==> src/rtl/mult_pkg.sv <==
// Shared types and widths for the round-robin multiplier scheduler.
package mult_pkg;

    localparam int unsigned OPERAND_W = 4;
    localparam int unsigned PRODUCT_W = 8;

    typedef enum logic [1:0] {
        IDLE,
        CALC,
        HOLD
    } sched_state_t;

endpackage

==> src/rtl/mult_core.sv <==
// Combinational unsigned multiplier; full-width product, no truncation.
module mult_core
    import mult_pkg::*;
(
    input  logic [OPERAND_W-1:0] i_a,
    input  logic [OPERAND_W-1:0] i_b,
    output logic [PRODUCT_W-1:0] o_p
);

    assign o_p = PRODUCT_W'(i_a) * PRODUCT_W'(i_b);

endmodule

==> src/rtl/rr_arb.sv <==
// Combinational round-robin picker: search starts one past i_last_grant and wraps.
module rr_arb #(
    parameter int unsigned N_REQ = 4,
    parameter int unsigned ID_W  = $clog2(N_REQ)
) (
    input  logic [N_REQ-1:0] i_req,
    input  logic [ID_W-1:0]  i_last_grant,
    output logic [N_REQ-1:0] o_grant,
    output logic [ID_W-1:0]  o_grant_idx,
    output logic             o_any_req
);

    logic [ID_W-1:0] w_idx;

    always_comb begin
        o_grant     = '0;
        o_grant_idx = '0;
        o_any_req   = 1'b0;
        w_idx       = '0;
        for (int unsigned k = 0; k < N_REQ; k++) begin
            w_idx = ID_W'((32'(i_last_grant) + 32'd1 + k) % N_REQ);
            if (!o_any_req && i_req[w_idx]) begin
                o_any_req   = 1'b1;
                o_grant_idx = w_idx;
            end
        end
        if (o_any_req) begin
            o_grant[o_grant_idx] = 1'b1;
        end
    end

endmodule

==> src/rtl/mult_rr_scheduler.sv <==
// Shares one 4x4 multiplier among N_REQ requesters; round-robin accept, registered
// response with requester ID on a single valid/ready channel.
module mult_rr_scheduler
    import mult_pkg::*;
#(
    parameter int unsigned N_REQ = 4,
    parameter int unsigned ID_W  = $clog2(N_REQ)
) (
    input  logic                         clk,
    input  logic                         rst_n,
    input  logic [N_REQ-1:0]             req_valid,
    input  logic [OPERAND_W*N_REQ-1:0]   req_a,
    input  logic [OPERAND_W*N_REQ-1:0]   req_b,
    output logic [N_REQ-1:0]             req_ready,
    output logic                         rsp_valid,
    output logic [PRODUCT_W-1:0]         rsp_prod,
    output logic [ID_W-1:0]              rsp_id,
    input  logic                         rsp_ready,
    output logic                         busy
);

    sched_state_t         r_state;
    sched_state_t         w_state_next;
    logic [OPERAND_W-1:0] r_op_a;
    logic [OPERAND_W-1:0] r_op_b;
    logic [ID_W-1:0]      r_op_id;
    logic [ID_W-1:0]      r_last_grant;
    logic                 r_rsp_valid;
    logic [PRODUCT_W-1:0] r_rsp_prod;
    logic [ID_W-1:0]      r_rsp_id;
    logic                 r_busy;

    logic [N_REQ-1:0]     w_grant;
    logic [ID_W-1:0]      w_grant_idx;
    logic                 w_any_req;
    logic                 w_can_accept;
    logic                 w_accept;
    logic [OPERAND_W-1:0] w_sel_a;
    logic [OPERAND_W-1:0] w_sel_b;
    logic [PRODUCT_W-1:0] w_prod;

    rr_arb #(
        .N_REQ (N_REQ),
        .ID_W  (ID_W)
    ) u_rr_arb (
        .i_req        (req_valid),
        .i_last_grant (r_last_grant),
        .o_grant      (w_grant),
        .o_grant_idx  (w_grant_idx),
        .o_any_req    (w_any_req)
    );

    mult_core u_mult_core (
        .i_a (r_op_a),
        .i_b (r_op_b),
        .o_p (w_prod)
    );

    // rst_n gating keeps req_ready low for the whole reset window
    assign w_can_accept = rst_n && ((r_state == IDLE) || ((r_state == HOLD) && rsp_ready));
    assign w_accept     = w_can_accept && w_any_req;
    assign req_ready    = w_can_accept ? w_grant : '0;

    always_comb begin
        w_sel_a = '0;
        w_sel_b = '0;
        for (int unsigned k = 0; k < N_REQ; k++) begin
            if (w_grant[k]) begin
                w_sel_a = req_a[k*OPERAND_W +: OPERAND_W];
                w_sel_b = req_b[k*OPERAND_W +: OPERAND_W];
            end
        end
    end

    always_comb begin
        w_state_next = r_state;
        unique case (r_state)
            IDLE:    if (w_accept) w_state_next = CALC;
            CALC:    w_state_next = HOLD;
            HOLD:    if (rsp_ready) w_state_next = w_accept ? CALC : IDLE;
            default: w_state_next = IDLE;
        endcase
    end

    always_ff @(posedge clk or negedge rst_n) begin
        if (!rst_n) begin
            r_state      <= IDLE;
            r_op_a       <= '0;
            r_op_b       <= '0;
            r_op_id      <= '0;
            r_last_grant <= ID_W'(N_REQ - 1);
            r_rsp_valid  <= 1'b0;
            r_rsp_prod   <= '0;
            r_rsp_id     <= '0;
            r_busy       <= 1'b0;
        end else begin
            r_state <= w_state_next;
            r_busy  <= (w_state_next != IDLE);
            if (w_accept) begin
                r_op_a       <= w_sel_a;
                r_op_b       <= w_sel_b;
                r_op_id      <= w_grant_idx;
                r_last_grant <= w_grant_idx;
            end
            if (r_state == CALC) begin
                r_rsp_valid <= 1'b1;
                r_rsp_prod  <= w_prod;
                r_rsp_id    <= r_op_id;
            end else if ((r_state == HOLD) && rsp_ready) begin
                r_rsp_valid <= 1'b0;
            end
        end
    end

    assign rsp_valid = r_rsp_valid;
    assign rsp_prod  = r_rsp_prod;
    assign rsp_id    = r_rsp_id;
    assign busy      = r_busy;

endmodule

==> config.mk <==
export PLATFORM = sky130hd
export DESIGN_NAME = mult_rr_scheduler
export DESIGN_NICKNAME = d
export VERILOG_FILES = /design/src/rtl/mult_pkg.sv /design/src/rtl/mult_core.sv /design/src/rtl/rr_arb.sv /design/src/rtl/mult_rr_scheduler.sv
export SDC_FILE = /design/constraint.sdc
export NUM_CORES = 1
export LEC_CHECK = 0
export CAP_MARGIN = 20
export CORE_AREA = 2 2 67 69
export DETAILED_ROUTE_END_ITERATION = 10
export DIE_AREA = 0 0 69 71
export HOLD_SLACK_MARGIN = 0.02
export PLACE_DENSITY = 0.76
export SLEW_MARGIN = 20
export SYNTH_ARGS = -nofsm -noshare
export SYNTH_HDL_FRONTEND = slang
export SYNTH_SLANG_ARGS = --single-unit
export TNS_END_PERCENT = 10
==> constraint.sdc <==
create_clock -name clk -period 3.2 [get_ports clk]
set_input_delay 0.32 -clock clk [delete_from_list [all_inputs] [get_ports clk]]
set_output_delay 0.32 -clock clk [all_outputs]
set_load 0.01 [all_outputs]
# == Word-level counts from Yosys, hierarchy flattened ==
# Cells that the tools add are included.
# word_totals
mem_count,0
latchBits,0
ff_bits,26
input_bits,39
ram_bits,0
mem_bits_ro,0
wordCells,70
out_inout_bits,16
# op_classes
mul,1
div_mod_pow,0
eq_ne,2
bitwise,0
n_reduce_logical,14
add_sub_neg,4
n_shift,0
order_cmp,6
mux,34
# op_table
cell,count
4-bit 2-to-1 mux,10
2-bit by 3-bit less-than comparator with 1-bit output (second input constant),5
1-bit 2-to-1 mux,12
2-bit 2-to-1 mux,6
1-bit binary-select mux with 2-bit select,4
4-bit by 4-bit multiplier with 8-bit output,1
1-bit logical AND,7
2-bit case mux with 3 select lines,1
2-bit by 1-bit adder with 2-bit output (second input constant),2
2-bit adder (second input constant),2
2-bit nonzero test,2
1-bit logical NOT,3
1-bit demux with 2-bit select,1
2-bit by 1-bit equality test with 1-bit output (second input constant),1
2-bit equality test (second input constant),1
2-bit by 1-bit >= comparator with 1-bit output (second input constant),1
2-bit logical NOT,1
1-bit logical OR,1

# == Depth between registers and ports, before layout ==
# logic_depth
word_depth,22
ltp_mapped,10

# == By module ==
# A second synthesis with hierarchy kept.
# hier_totals
cells_unflattened,211
hier_area_um2,1935.6
# by_module_without_submodules
module,area_per_inst_um2,n_inst,cells_per_inst
mult_rr_scheduler,1265.0,1,126
mult_core,447.9,1,51
rr_arb,222.7,1,34

# == Worst setup path before layout ==
# No wires, ideal clock.
# synth_path
path_type,reg-to-reg
from,register r_op_a[0]
to,"register r_rsp_prod[6], in the netlist rsp_prod[6]"
stages_incl_launch_ff,11
arrival_ps,2479
setup_time_ps,135
synth_period_minus_slack_ps,2614
required_ps,3065
path_slack_ps,586
cell_sequence,dfrtp_1 -> nand2_1 -> fa_1 -> inv_1 -> fa_1 -> fa_1 -> nand2_1 -> nand2_1 -> a21oi_1 -> xor2_1 -> o21ai_0
# synth_via
elab_chain_cells,1
# synth_lines
element,line_no,rtl
"start, declared",mult_rr_scheduler.sv:24,logic [OPERAND_W-1:0] r_op_a;
"start signal, assigned",mult_rr_scheduler.sv:100,r_op_a <= w_sel_a;
4-bit by 4-bit multiplier with 8-bit output,mult_core.sv:10,assign o_p = PRODUCT_W'(i_a) * PRODUCT_W'(i_b);
"end signal, assigned",mult_rr_scheduler.sv:107,r_rsp_prod <= w_prod;
"end, declared",mult_rr_scheduler.sv:29,logic [PRODUCT_W-1:0] r_rsp_prod;
# No other way between the ends.
# A chain may end at the register's enable or synchronous reset.

# == Final worst setup path ==
# layout_path
from,register r_op_b[3]
to,"register r_rsp_prod[7], in the netlist rsp_prod[7]"
# layout_via
elab_chain_cells,1
# layout_lines
element,line_no,rtl
"start, declared",mult_rr_scheduler.sv:25,logic [OPERAND_W-1:0] r_op_b;
"start signal, assigned",mult_rr_scheduler.sv:101,r_op_b <= w_sel_b;
4-bit by 4-bit multiplier with 8-bit output,mult_core.sv:10,
# No other way between the ends.

==> flow_summary.ini <==
[outcome]
status = complete, no violations

[pwr]
power_density_nw_per_um2 = 736
leakagePower_uw = 0.00105
peakVddDrop_mv = 0.288

[sta]
hold_viol = 0
hold_ws_ns = 0.455
fin_crit_sh_pct = 87.5
finalSetupTns_ns = 0
period_needed_ns = 2.80
relSlewSlack_pct = 62.5
fin_skew_ns = 0.00465
fmax_mhz = 357
slew_viol_final = 0
setup_violations = 0
rsz0062_at_grt = no
tightestPinTransition_ns = 0.563

[grt]
grt-ovfl-total = 0
grt_max_degree = 28
grt_first_pass_wirelength_um = 6760
antenna_found_initial = 0
grt_pass1_vias = 1521
track_usage_pct = 16.7

[synthesis]
synth.avg_cell_area_um2 = 9.67
syn_inst = 187
synth_area_leader_cell = dfrtp_1
syn_nets = 242
async_flop_share_pct = 100
ys.flop_type = dfrtp_1
synthDistinctLibCells = 36
yosysWarningCount = 0
synth_common_cells = 33 x nand2_1, 24 x dfrtp_1, 12 x ha_1, 11 x a21oi_1, 10 x o21ai_1
synth_seq_cells = 26
synth_most_common_cell = nand2_1
synth_area_um2 = 1810
synthTopCellsByArea = dfrtp_1 33%, ha_1 8.3%, nand2_1 6.9%
yosysSeqAreaShare_pct = 36.1
synth_edf_count = 0
synth_top_area_share_pct = 33.2

[clock_network]
clkSinkCount = 26
cts_resized = 0
cts_hold_buf = 0
path_clk_slew_ns = 0.09
cts_setup_buffers = 0
root_buffer = clkbuf_8
cts_buffer_depth = 2
cts_buffers = 3
htreeDepth = 1
cts_tree = yes
clk_latency_ns = 0.27

[critical_path]
required_ns = 3.33
regToRegEndpoint = rsp_prod[7]
cp_num_cells = 10
reg2reg_depth = 10
crit_end = rsp_prod[7]
critPathArrivalTime_ns = 2.93
cp-start-kind = flop
critPathBufInv = 1
startpoint = r_op_b[3]
timing.rr.start = r_op_b[3]
path_cells = nand2_1 > fa_1 > inv_1 > fa_1 > ha_1 > a21oi_1 > o21ai_0 > a21oi_1 > xor2_1 > o21ai_0
slowest_delay_ns = 0.54
end_kind = flop
worstSetupPathType = flop to flop
critPathSlowestCell = fa_1
crit_fanout = 5
critical_path.top_delay_family = adder cells
r2r_slack_ns = 0.40

[floorplanning]
ios = 55
core_area_um2 = 4200
num_rows = 24
die_h_um = 71
start_util_pct = 43.0
die_width_um = 69
die-area_um2 = 4900

[placed_design]
portBuffers = 54
hpwl_um = 2960
place_congestion = 0.854

[layout]
n_antenna_cell = 0
drive_gt1_share_pct = 11.7
n_fill_cell = 396
finish.utilization_pct = 57.9
multi_input_area_um2 = 1070
final-seq-area_um2 = 653
fin_nets = 296
syn2layout_area_growth_pct = 34.5

[drt]
wl_um = 3690
vias = 1499
post_drt_wl_per_cell_um = 12.6
drcViolationCount = 0
first_pass_iters = 4
ant_nets = 0
drt-initial-drc-count = 57
routed_via_density = 5.13

[job]
drv_cap = 0

[hold_path]
hp-class = input port to asynchronous set/reset pin
power breakdown:
part           switching, uW  internal (uW)
Sequential               128            474
Clock                   97.5           89.0
Combinational            492            510
Total                    717           1070
routing by layer:
layer | up-vias | track usage (%) | wire length, um
met5 | - | 0 | 0
met4 | 0 | 5.66 | 48
met3 | 4 | 3.13 | 182
met2 | 45 | 26.5 | 1690
met1 | 680 | 23.0 | 1770
li1 | 770 | - | -
cell type report:
class	instances	area share (%)
repair buffers	57	23.1
inverters	10	1.54
clock buffers	4	1.85
multi-input cells	143	43.9
flip-flops and latches	26	26.9
well taps	52	2.67
cell usage in the layout, fill, tap and decap left out:
master	netlist	routed
a21boi_1	1	1
a21oi_1	11	11
a221oi_2	8	8
and2_1	9	9
and3_1	1	1
and3b_1	1	1
buf_4	0	3
clkbuf_1	3	1
clkbuf_8	0	3
clkdlybuf4s50_1	0	54
dfrtp_1	24	24
dfstp_2	2	2
fa_1	4	4
ha_1	12	12
inv_1	8	8
inv_2	2	2
mux2_2	5	5
mux2i_1	1	1
nand2_1	33	33
nand2b_1	6	6
nand3b_1	1	1
nor2_1	7	7
nor2_2	1	1
nor2b_1	1	1
nor2b_4	1	1
nor3_2	1	1
o21a_1	3	3
o21ai_0	9	9
o21ai_1	10	10
o221ai_1	8	8
o221ai_2	1	1
o22a_1	1	1
o22ai_1	1	1
o32ai_4	1	1
or2_1	1	1
xnor2_1	2	2
xor2_1	2	2
cell families (layout without fill, tap and decap cells):
group / Yosys count / after routing / synth area share [%]
xor gates and xnor gates: 4 / 4 / 1.94
AOI/OAI and AO/OA: 54 / 54 / 23.7
and+or+nand+nor: 63 / 63 / 17.1
DFF: 26 / 26 / 36.1
adders and majority gates: 16 / 16 / 12.7
muxes: 6 / 6 / 3.67
buffers and inverters: 18 / 71 / 4.77
flip-flops by register name, indices dropped and copies added (netlist names):
register	flops
busy	1
r_state	2
rsp_id	2
r_op_a	4
rsp_prod	8
r_last_grant	2
rsp_valid	1
r_op_id	2
r_op_b	4
how the worst min path moves through the flow:
stage                     cells after the start     endpoint  slack, ns   startpoint
after floorplan                               0         busy       0.02        rst_n
after global placement                        2  rsp_prod[4]       0.46  rsp_prod[4]
after detailed placement                      2  rsp_prod[4]       0.47  rsp_prod[4]
after CTS                                     2  rsp_prod[0]       0.46        rst_n
after global routing                          2  rsp_prod[6]       0.49        rst_n
final                                         2    r_op_b[0]       0.46        rst_n
stage by stage:
step	instances	worst slack [ns]	area (um^2)	total power, uW
final	292	0.401	2430	1790
after global routing	292	0.111	2430	1980
after CTS	292	0.382	2430	1810
after detailed placement	288	0.419	2390	1610
after global placement	288	0.501	2390	1570
after floorplan	187	0.586	1810	1270
No activity file was read; power rests on OpenSTA's default activity.
